$ cat config.mk
export PLATFORM = sky130hd
export DESIGN_NAME = rr_arbiter_8
export DESIGN_NICKNAME = d
export VERILOG_FILES = /design/src/rtl/arb_pkg.sv /design/src/rtl/rr_arbiter_8_pick.sv /design/src/rtl/rr_arbiter_8.sv
export SDC_FILE = /design/constraint.sdc
export NUM_CORES = 1
export LEC_CHECK = 0
export ABC_AREA = 1
export BUFFER_PORTS_ARGS = -buffer_cell sky130_fd_sc_hd__buf_2
export CORE_MARGIN = 4
export CORE_UTILIZATION = 51
export CTS_BUF_LIST = sky130_fd_sc_hd__clkbuf_4
export DETAILED_ROUTE_END_ITERATION = 10
export GPL_ROUTABILITY_DRIVEN = 0
export HOLD_SLACK_MARGIN = 0.02
export PLACE_DENSITY = 0.74
export SETUP_SLACK_MARGIN = 0.02
export SLEW_MARGIN = 30
export SYNTH_ARGS = -nofsm -noshare
export SYNTH_HDL_FRONTEND = slang
export SYNTH_HIERARCHICAL = 1
export SYNTH_SLANG_ARGS = --single-unit
export TNS_END_PERCENT = 100
$ cat constraint.sdc
create_clock -name clk -period 7.1 [get_ports clk]
set_clock_uncertainty 0.05 [all_clocks]
set_input_delay 0.71 -clock clk [delete_from_list [all_inputs] [get_ports clk]]
set_output_delay 0.71 -clock clk [all_outputs]
set_load 0.01 [all_outputs]
$ cat src/rtl/arb_pkg.sv
// Shared types and constants for the 8-way round-robin arbiter.
package arb_pkg;

  localparam int unsigned N_REQ      = 8;
  localparam int unsigned IDX_W      = 3;
  localparam int unsigned HOLD_CNT_W = 8;

  typedef enum logic {
    IDLE,
    BUSY
  } state_t;

  // Encode a one-hot (or all-zero) vector to its bit index; zero in, zero out.
  function automatic logic [IDX_W-1:0] onehot_to_idx(input logic [N_REQ-1:0] oh);
    logic [IDX_W-1:0] idx;
    idx = '0;
    for (int unsigned i = 0; i < N_REQ; i++) begin
      if (oh[i]) idx |= IDX_W'(i);
    end
    return idx;
  endfunction

endpackage

$ cat src/rtl/rr_arbiter_8_pick.sv
// Combinational round-robin picker: first unmasked request at or after ptr,
// wrapping from the top index back to 0.
module rr_pick
  import arb_pkg::*;
(
  input  logic [N_REQ-1:0] req,
  input  logic [IDX_W-1:0] ptr,
  input  logic [N_REQ-1:0] mask,
  output logic             found,
  output logic [IDX_W-1:0] idx,
  output logic [N_REQ-1:0] onehot
);

  logic [N_REQ-1:0] cand;
  logic [IDX_W-1:0] pos;

  // Scan from the farthest offset down so the nearest candidate to ptr wins.
  always_comb begin
    cand  = req & ~mask;
    found = 1'b0;
    idx   = '0;
    pos   = '0;
    for (int unsigned i = N_REQ; i > 0; i--) begin
      pos = ptr + IDX_W'(i - 1);
      if (cand[pos]) begin
        found = 1'b1;
        idx   = pos;
      end
    end
    onehot      = '0;
    onehot[idx] = found;
  end

endmodule

$ cat src/rtl/rr_arbiter_8.sv
// Round-robin arbiter for 8 requesters with registered one-hot grant and index.
// Optional forced revoke after HOLD_MAX busy cycles: define ARB_TIMEOUT_EN.
module rr_arbiter_8
  import arb_pkg::*;
#(
  parameter int unsigned HOLD_MAX = 16
) (
  input  logic             clk,
  input  logic             reset_n,
  input  logic [N_REQ-1:0] req,
  input  logic             rel,          // owner ends its tenure this cycle
  output logic [N_REQ-1:0] grant,
  output logic [IDX_W-1:0] grant_idx,
  output logic             grant_valid,
  output logic             timeout
);

  if (HOLD_MAX < 1 || HOLD_MAX > 255) begin : g_hold_max_range
    $error("rr_arbiter_8: HOLD_MAX must be within 1..255");
  end

  state_t                state_q, state_d;
  logic [IDX_W-1:0]      ptr_q, ptr_d;
  logic [HOLD_CNT_W-1:0] hold_q, hold_d;
  logic [N_REQ-1:0]      grant_q, grant_d;
  logic [IDX_W-1:0]      idx_q, idx_d;
`ifdef ARB_TIMEOUT_EN
  logic                  timeout_q, timeout_d;
`endif

  logic [IDX_W-1:0]      owner;
  logic                  owner_req;
  logic                  tenure_end;
  logic                  revoke;
  logic [IDX_W-1:0]      pick_ptr;
  logic [N_REQ-1:0]      pick_mask;
  logic                  pick_found;
  logic [IDX_W-1:0]      pick_idx;
  logic [N_REQ-1:0]      pick_oh;

  // Classify the current cycle and steer the picker's search origin and mask.
  // A busy search starts just past the owner, so a re-requesting owner with
  // rel high is naturally last; only a forced revoke masks it out entirely.
  always_comb begin
    owner      = onehot_to_idx(grant_q);
    owner_req  = |(req & grant_q);
    tenure_end = (state_q == BUSY) && (rel || !owner_req);
    revoke     = 1'b0;
`ifdef ARB_TIMEOUT_EN
    revoke     = (state_q == BUSY) && !tenure_end &&
                 (hold_q >= HOLD_CNT_W'(HOLD_MAX - 1));
`endif
    pick_ptr   = (state_q == BUSY) ? owner + IDX_W'(1) : ptr_q;
    pick_mask  = revoke ? grant_q : '0;
  end

  rr_pick u_pick (
    .req    (req),
    .ptr    (pick_ptr),
    .mask   (pick_mask),
    .found  (pick_found),
    .idx    (pick_idx),
    .onehot (pick_oh)
  );

  // Next-state: grant from IDLE, hold / hand off / drop in BUSY.
  always_comb begin
    state_d = state_q;
    ptr_d   = ptr_q;
    hold_d  = hold_q;
    grant_d = grant_q;
    idx_d   = idx_q;
`ifdef ARB_TIMEOUT_EN
    timeout_d = 1'b0;
`endif
    case (state_q)
      IDLE: begin
        if (pick_found) begin
          grant_d = pick_oh;
          idx_d   = pick_idx;
          hold_d  = '0;
          state_d = BUSY;
        end
      end
      BUSY: begin
        if (tenure_end || revoke) begin
          ptr_d = owner + IDX_W'(1);
`ifdef ARB_TIMEOUT_EN
          timeout_d = revoke;
`endif
          hold_d = '0;
          if (pick_found) begin
            grant_d = pick_oh;
            idx_d   = pick_idx;
          end else begin
            grant_d = '0;
            idx_d   = '0;
            state_d = IDLE;
          end
        end else if (hold_q != '1) begin
          hold_d = hold_q + HOLD_CNT_W'(1);
        end
      end
      default: state_d = IDLE;
    endcase
  end

  // State and grant registers with asynchronous clear.
  always_ff @(posedge clk or negedge reset_n) begin
    if (!reset_n) begin
      state_q   <= IDLE;
      ptr_q     <= '0;
      hold_q    <= '0;
      grant_q   <= '0;
      idx_q     <= '0;
`ifdef ARB_TIMEOUT_EN
      timeout_q <= 1'b0;
`endif
    end else begin
      state_q   <= state_d;
      ptr_q     <= ptr_d;
      hold_q    <= hold_d;
      grant_q   <= grant_d;
      idx_q     <= idx_d;
`ifdef ARB_TIMEOUT_EN
      timeout_q <= timeout_d;
`endif
    end
  end

  // Drive ports straight from registers.
  always_comb begin
    grant       = grant_q;
    grant_idx   = idx_q;
    grant_valid = (state_q == BUSY);
`ifdef ARB_TIMEOUT_EN
    timeout     = timeout_q;
`else
    timeout     = 1'b0;
`endif
  end

endmodule

# --- After elaboration in Yosys (flattened, before gate mapping) ---
# Index checks and enable logic that the tools add are counted.
word_totals:
  ram_bits: 0
  register_bits: 15
  n_memories: 0
  mem_bits_ro: 0
  output_inout_bits: 13
  latch_bits: 0
classes:
  muxes: 53
  n_div: 0
  n_bitwise: 3
  n_reduce_logical: 7
  n_eq_ne: 2
  n_addsub: 8
  shift: 0
  n_mul: 0
  n_lt_le_gt_ge: 10
op_table:
  columns: ["op", "n"]
  rows:
  - ["2-to-1 mux 3 bit", 16]
  - ["< comparator 3 x 4 -> 1 bit (second input constant)", 9]
  - ["binary-select mux 1 bit (select 3 bit)", 8]
  - ["2-to-1 mux 8 bit", 3]
  - ["2-to-1 mux 1 bit", 20]
  - ["bitwise AND 8 bit", 2]
  - ["one-hot mux 8 bit (2 select lines)", 1]
  - ["adder 3 bit (second input constant)", 4]
  - ["OR reduction 8 bit", 1]
  - ["adder 3 x 1 -> 3 bit (second input constant)", 2]
  - ["adder 3 x 2 -> 3 bit (second input constant)", 2]
  - ["one-hot mux 3 bit (2 select lines)", 1]
  - ["2-to-1 mux 2 bit", 2]
  - ["AND reduction 2 bit", 2]
  - ["demux 1 bit (select 3 bit)", 1]
  - [">= comparator 3 x 1 -> 1 bit (second input constant)", 1]
  - ["logical AND 1 bit", 2]
  - ["inequality test 2 x 1 -> 1 bit (second input constant)", 1]
  - ["inequality test 2 bit (second input constant)", 1]
  - ["one-hot mux 1 bit (2 select lines)", 1]
  - ["zero test 1 bit", 1]
  - ["logical OR 1 bit", 1]
  - ["inverter 1 bit", 1]

# --- Longest topological paths before layout ---
depth:
  word_depth: 28
  depth_mapped: 24
  ltp_nobuf: 23

# --- Cells and area by module ---
# Netlist, hierarchy kept.
by_module_without_submodules:
  columns: ["module", "area_each_um2", "cells_each", "n_inst"]
  rows:
  - ["rr_pick", 870.8, 145, 1]
  - ["rr_arbiter_8", 760.7, 100, 1]

# --- Worst setup path before layout ---
# Ideal clock, no wire load.
synth_timing:
  path_kind: "reg2reg"
  startpoint: "register grant_q[3], in the netlist grant[3]"
  endpoint: "register grant_q[3], in the netlist grant[3]"
  setup_ns: 0.065
  path_stages_with_launch: 21
  n_path_buf: 2
  slack_ns: 3.814
  t_arrival_ns: 3.171
  required_ns: 6.985
  path_cell_list: "dfrtp_1 -> nor3_1 -> nand2_1 -> ha_1 -> inv_1 -> o21ai_0 -> buf_4 -> inv_1 -> ha_1 -> inv_1 -> nand3_1 -> nand3_1 -> nand2_1 -> nor4_1 -> nand2_1 -> inv_1 -> nand2_1 -> nand2_2 -> buf_6 -> nand2_1 -> nand2_1"
synth_between:
  elab_cells_between_ends: 64
  classes_between: "8 x add/sub; 2 x order compare; 2 x eq/ne; 44 x mux; 2 x bitwise; 6 x reduce/logical"
synth_lines:
  columns: ["item", "line_no", "rtl"]
  rows:
  - ["start, declared", "rr_arbiter_8.sv:25", "logic [N_REQ-1:0] grant_q, grant_d;"]
  - ["start signal, assigned", "rr_arbiter_8.sv:123", "grant_q <= grant_d;"]
  - ["2-to-1 mux 2 bit *", "arb_pkg.sv:18", "if (oh[i]) idx |= IDX_W'(i);"]
  - ["2-to-1 mux 3 bit * (4 in series)", "arb_pkg.sv:18", null]
  - ["adder 3 x 1 -> 3 bit *", "rr_arbiter_8.sv:53", "pick_ptr = (state_q == BUSY) ? owner + IDX_W'(1) : ptr_q;"]
  - ["2-to-1 mux 3 bit *", "rr_arbiter_8.sv:53", null]
  - ["net pick_ptr[1]", "rr_arbiter_8.sv:35", "logic [IDX_W-1:0] pick_ptr;"]
  - ["adder 3 bit", "rr_arbiter_8_pick.sv:24", "pos = ptr + IDX_W'(i - 1);"]
  - ["binary-select mux 1 bit (select 3 bit)", "rr_arbiter_8_pick.sv:25", "if (cand[pos]) begin"]
  - ["2-to-1 mux 1 bit (not written as such)", "rr_arbiter_8_pick.sv:25", null]
  - ["2-to-1 mux 1 bit (7 in series)", "rr_arbiter_8_pick.sv:25", null]
  - ["2-to-1 mux 1 bit *", "rr_arbiter_8_pick.sv:25", null]
  - ["net pick_found", "rr_arbiter_8.sv:37", "logic pick_found;"]
  - ["bitwise AND 8 bit (no source line)", null, null]
  - ["2-to-1 mux 8 bit", "rr_arbiter_8.sv:92", "if (pick_found) begin"]
  - ["2-to-1 mux 8 bit", "rr_arbiter_8.sv:86", "if (tenure_end || revoke) begin"]
  - ["one-hot mux 8 bit (2 select lines)", "rr_arbiter_8.sv:76", "case (state_q)"]
# Mark *: on every way through the listed nets, which the timed path passes. The rest lies on a longest branch. The select of a mux whose other input is x is not followed.
# A chain may end at the register's enable or synchronous reset.

# --- Worst setup path in the final report ---
# Ends and elaborated chain as after synthesis.

==> impl_metrics.toml <==
[synth]
syn_area_per_cell_sq_um = 6.66
ys.flop_type = "dfrtp_1"
yosysTopAreaCell = "dfrtp_1"
ys_async_sr_fraction_pct = 100
netlist_area_sq_um = 1630
yosys_warnings = 6
synth.area.top_cells = "dfrtp_1 23%, nand2_1 16%, nand3_1 15%"
yosysMostFrequentCell = "nand2_1"
synth_cell_type_count = 28
synth-edff-count = 0
syn_inst = 245
yosys.area.top_type_share_pct = 23.0
ys_top_cells_by_count = "70 x nand2_1, 49 x nand3_1, 28 x inv_1"
yosysSeqAreaShare_pct = 23.0
ys_seq_elements = 15

[route]
first_iter_violations = 107
vias_per_cell = 5.14
ant_nets = 0
vias = 1635
drc = 0
routed_wl_microns = 3920
firstDrtPassIters = 4
wire_per_inst_microns = 12.3

[clock_network]
cts_tree = "done"
post-cts-setup-buffer-count = 0
cts_inserted_buffers = 3
clk_pin_slew_ps = 100
cts_buffer_depth = 2
ctsResizeCount = 0
cts_max_level = 1
hold_buffers = 0
clk_latency_ps = 310
root_buffer = "clkbuf_4"
cts.sinks = 15

[setup_path]
end_kind = "flip-flop"
arrival_ps = 4040
crit_buf_inv = 5
startpoint = "grant[3]$_DFFE_PN0P_"
start_kind = "flip-flop"
path_delay_family = "simple AND/OR/NAND/NOR gates"
timing.rr.start = "grant[3]$_DFFE_PN0P_"
path_max_fanout = 13
cp_slowest_cell = "dfrtp_1"
critPathKind = "flip-flop to flip-flop"
crit_chain = "nor3_1 > nand2_1 > ha_1 > inv_1 > o21ai_0 > buf_4 > inv_1 > ha_1 > inv_1 > nand3_1 > nand3_1 > nand2_1 > nor4_1 > nand2_1 > inv_1 > nand2_1 > nand2_2 > nand2_1 > nand2_1"
critPathRequiredTime_ps = 7300
crit_path_frequent_cell = "nand2_1"
slowest_delay_ps = 430

[sta]
layout_worst_path_cycle_share_pct = 54.2
setup_tns_ps = 0
setup_viol = 0
finalWorstSetupSlack_ps = 3250
hold_viol_final = 0
max_freq_mhz = 260
fin_crit_ps = 3850
finalMaxSlewViolations = 0
rsz0062_at_grt = "false"
holdWs_ps = 233

[place]
dpl_worst_slack_ps = 3320
place_inst = 314
portBuffers = 22
place_hpwl_microns = 3240

[global_route]
first_global_vias = 1516
grt_pass1_wl_microns = 6790
overflow = 0
grt_start_max_net_pins = 16
grt_usage_pct = 21.0
antenna_found_initial = 0

[cells_and_area]
multi_input_comb_area_sq_um = 1090
final_nets = 289
syn_to_final_growth_pct = 10.4
area.sequential_sq_um = 375
diodes = 0
drive_above_1_share_pct = 25.9
fin_cells = 318
num-fill-cells = 309

[die]
rows = 20
die_area_sq_um = 4170
die_w_microns = 64.6
core_area_sq_um = 3050
top_level_ports = 24
die_h_microns = 64.6
start_util_pct = 53.4

[run]
drv_cap = 0

[min_path]
hp-class = "input pin to async pin"

[run_status]
outcome = "finished, final reports clean"
[cells by family (layout without fill, tap and decap cells)]
kind of cell / after synthesis / in the layout / share of synthesized area (%)
other: 1 / 9 / 0.230
adders and majority gates: 3 / 3 / 2.30
AOI/OAI and AO/OA: 15 / 15 / 5.67
xor gates and xnor gates: 4 / 4 / 3.07
and+or+nand+nor: 167 / 167 / 53.5
buffers and inverters: 40 / 61 / 12.3
DFF: 15 / 15 / 23.0
[worst reg2reg max path, delay by kind of cell, from the launching register on]
kind | cells | cell delay (ps)
and+or+nand+nor | 11 | 1740
buffers and inverters | 5 | 750
DFF | 1 | 430
adders and majority gates | 2 | 670
AOI/OAI and AO/OA | 1 | 140
[placed cells by master, fill, tap and decap left out]
cell and count:
a21oi_1 5, a21oi_2 2, buf_2 22, buf_4 3
clkbuf_4 3, clkinvlp_4 1, conb_1 9, dfrtp_1 15
ha_1 3, inv_1 28, inv_2 3, inv_4 1
nand2_1 70, nand2_2 7, nand2_4 2, nand3_1 49
nand3_2 20, nand3_4 1, nor2_1 12, nor2_2 3
nor3_1 2, nor4_1 1, o21ai_0 6, o21bai_1 1
o31ai_2 1, xnor2_1 1, xnor2_2 2, xor2_1 1
[per-stage QoR]
| step | util (%) | cell area [sq um] |
|---|---|---|
| CTS | 59.0 | 1800 |
| global route | 59.0 | 1800 |
| finish | 59.0 | 1800 |
| detailed placement | 58.0 | 1770 |
| global placement | 58.0 | 1770 |
| floorplan | - | 1660 |
[registers in the layout, summed over array words and instances (netlist names)]
register	flops
grant	8
grant_idx	3
grant_valid	1
ptr_q	3
[path summary, 6_finish.rpt]
check,endpoint,slack [ps],cells after the start
max,grant[3]$_DFFE_PN0P_,3250,19
max reg2reg,grant[3]$_DFFE_PN0P_,3250,19
max in group asynchronous,grant[0]$_DFFE_PN0P_,6520,1
min reg2reg,grant_idx[1]$_DFFE_PN0P_,430,2
min in group clk,grant_idx[1]$_DFFE_PN0P_,430,2
min,grant_valid$_DFF_PN0_,230,1
[area by class of cell]
class | instances | area share, %
Clock buffer | 3 | 1.25
Clock inverter | 1 | 0.417
Inverter | 32 | 6.81
Multi-Input combinational cell | 198 | 60.3
Sequential cell | 15 | 20.8
Tap cell | 44 | 3.06
Timing Repair Buffer | 25 | 7.36
[per-layer routing]
| layer | global-route usage [%] | up-vias | wire length (microns) |
|---|---|---|---|
| met2 | 36.6 | 50 | 1890 |
| met4 | 6.86 | 0 | 50 |
| li1 | - | 844 | - |
| met1 | 26.3 | 736 | 1750 |
| met3 | 3.29 | 5 | 235 |
| met5 | 0 | - | 0 |
Power is left out: the tool's default activity adds up to more than one toggle a clock period on the data nets, which glitch-free logic cannot reach.
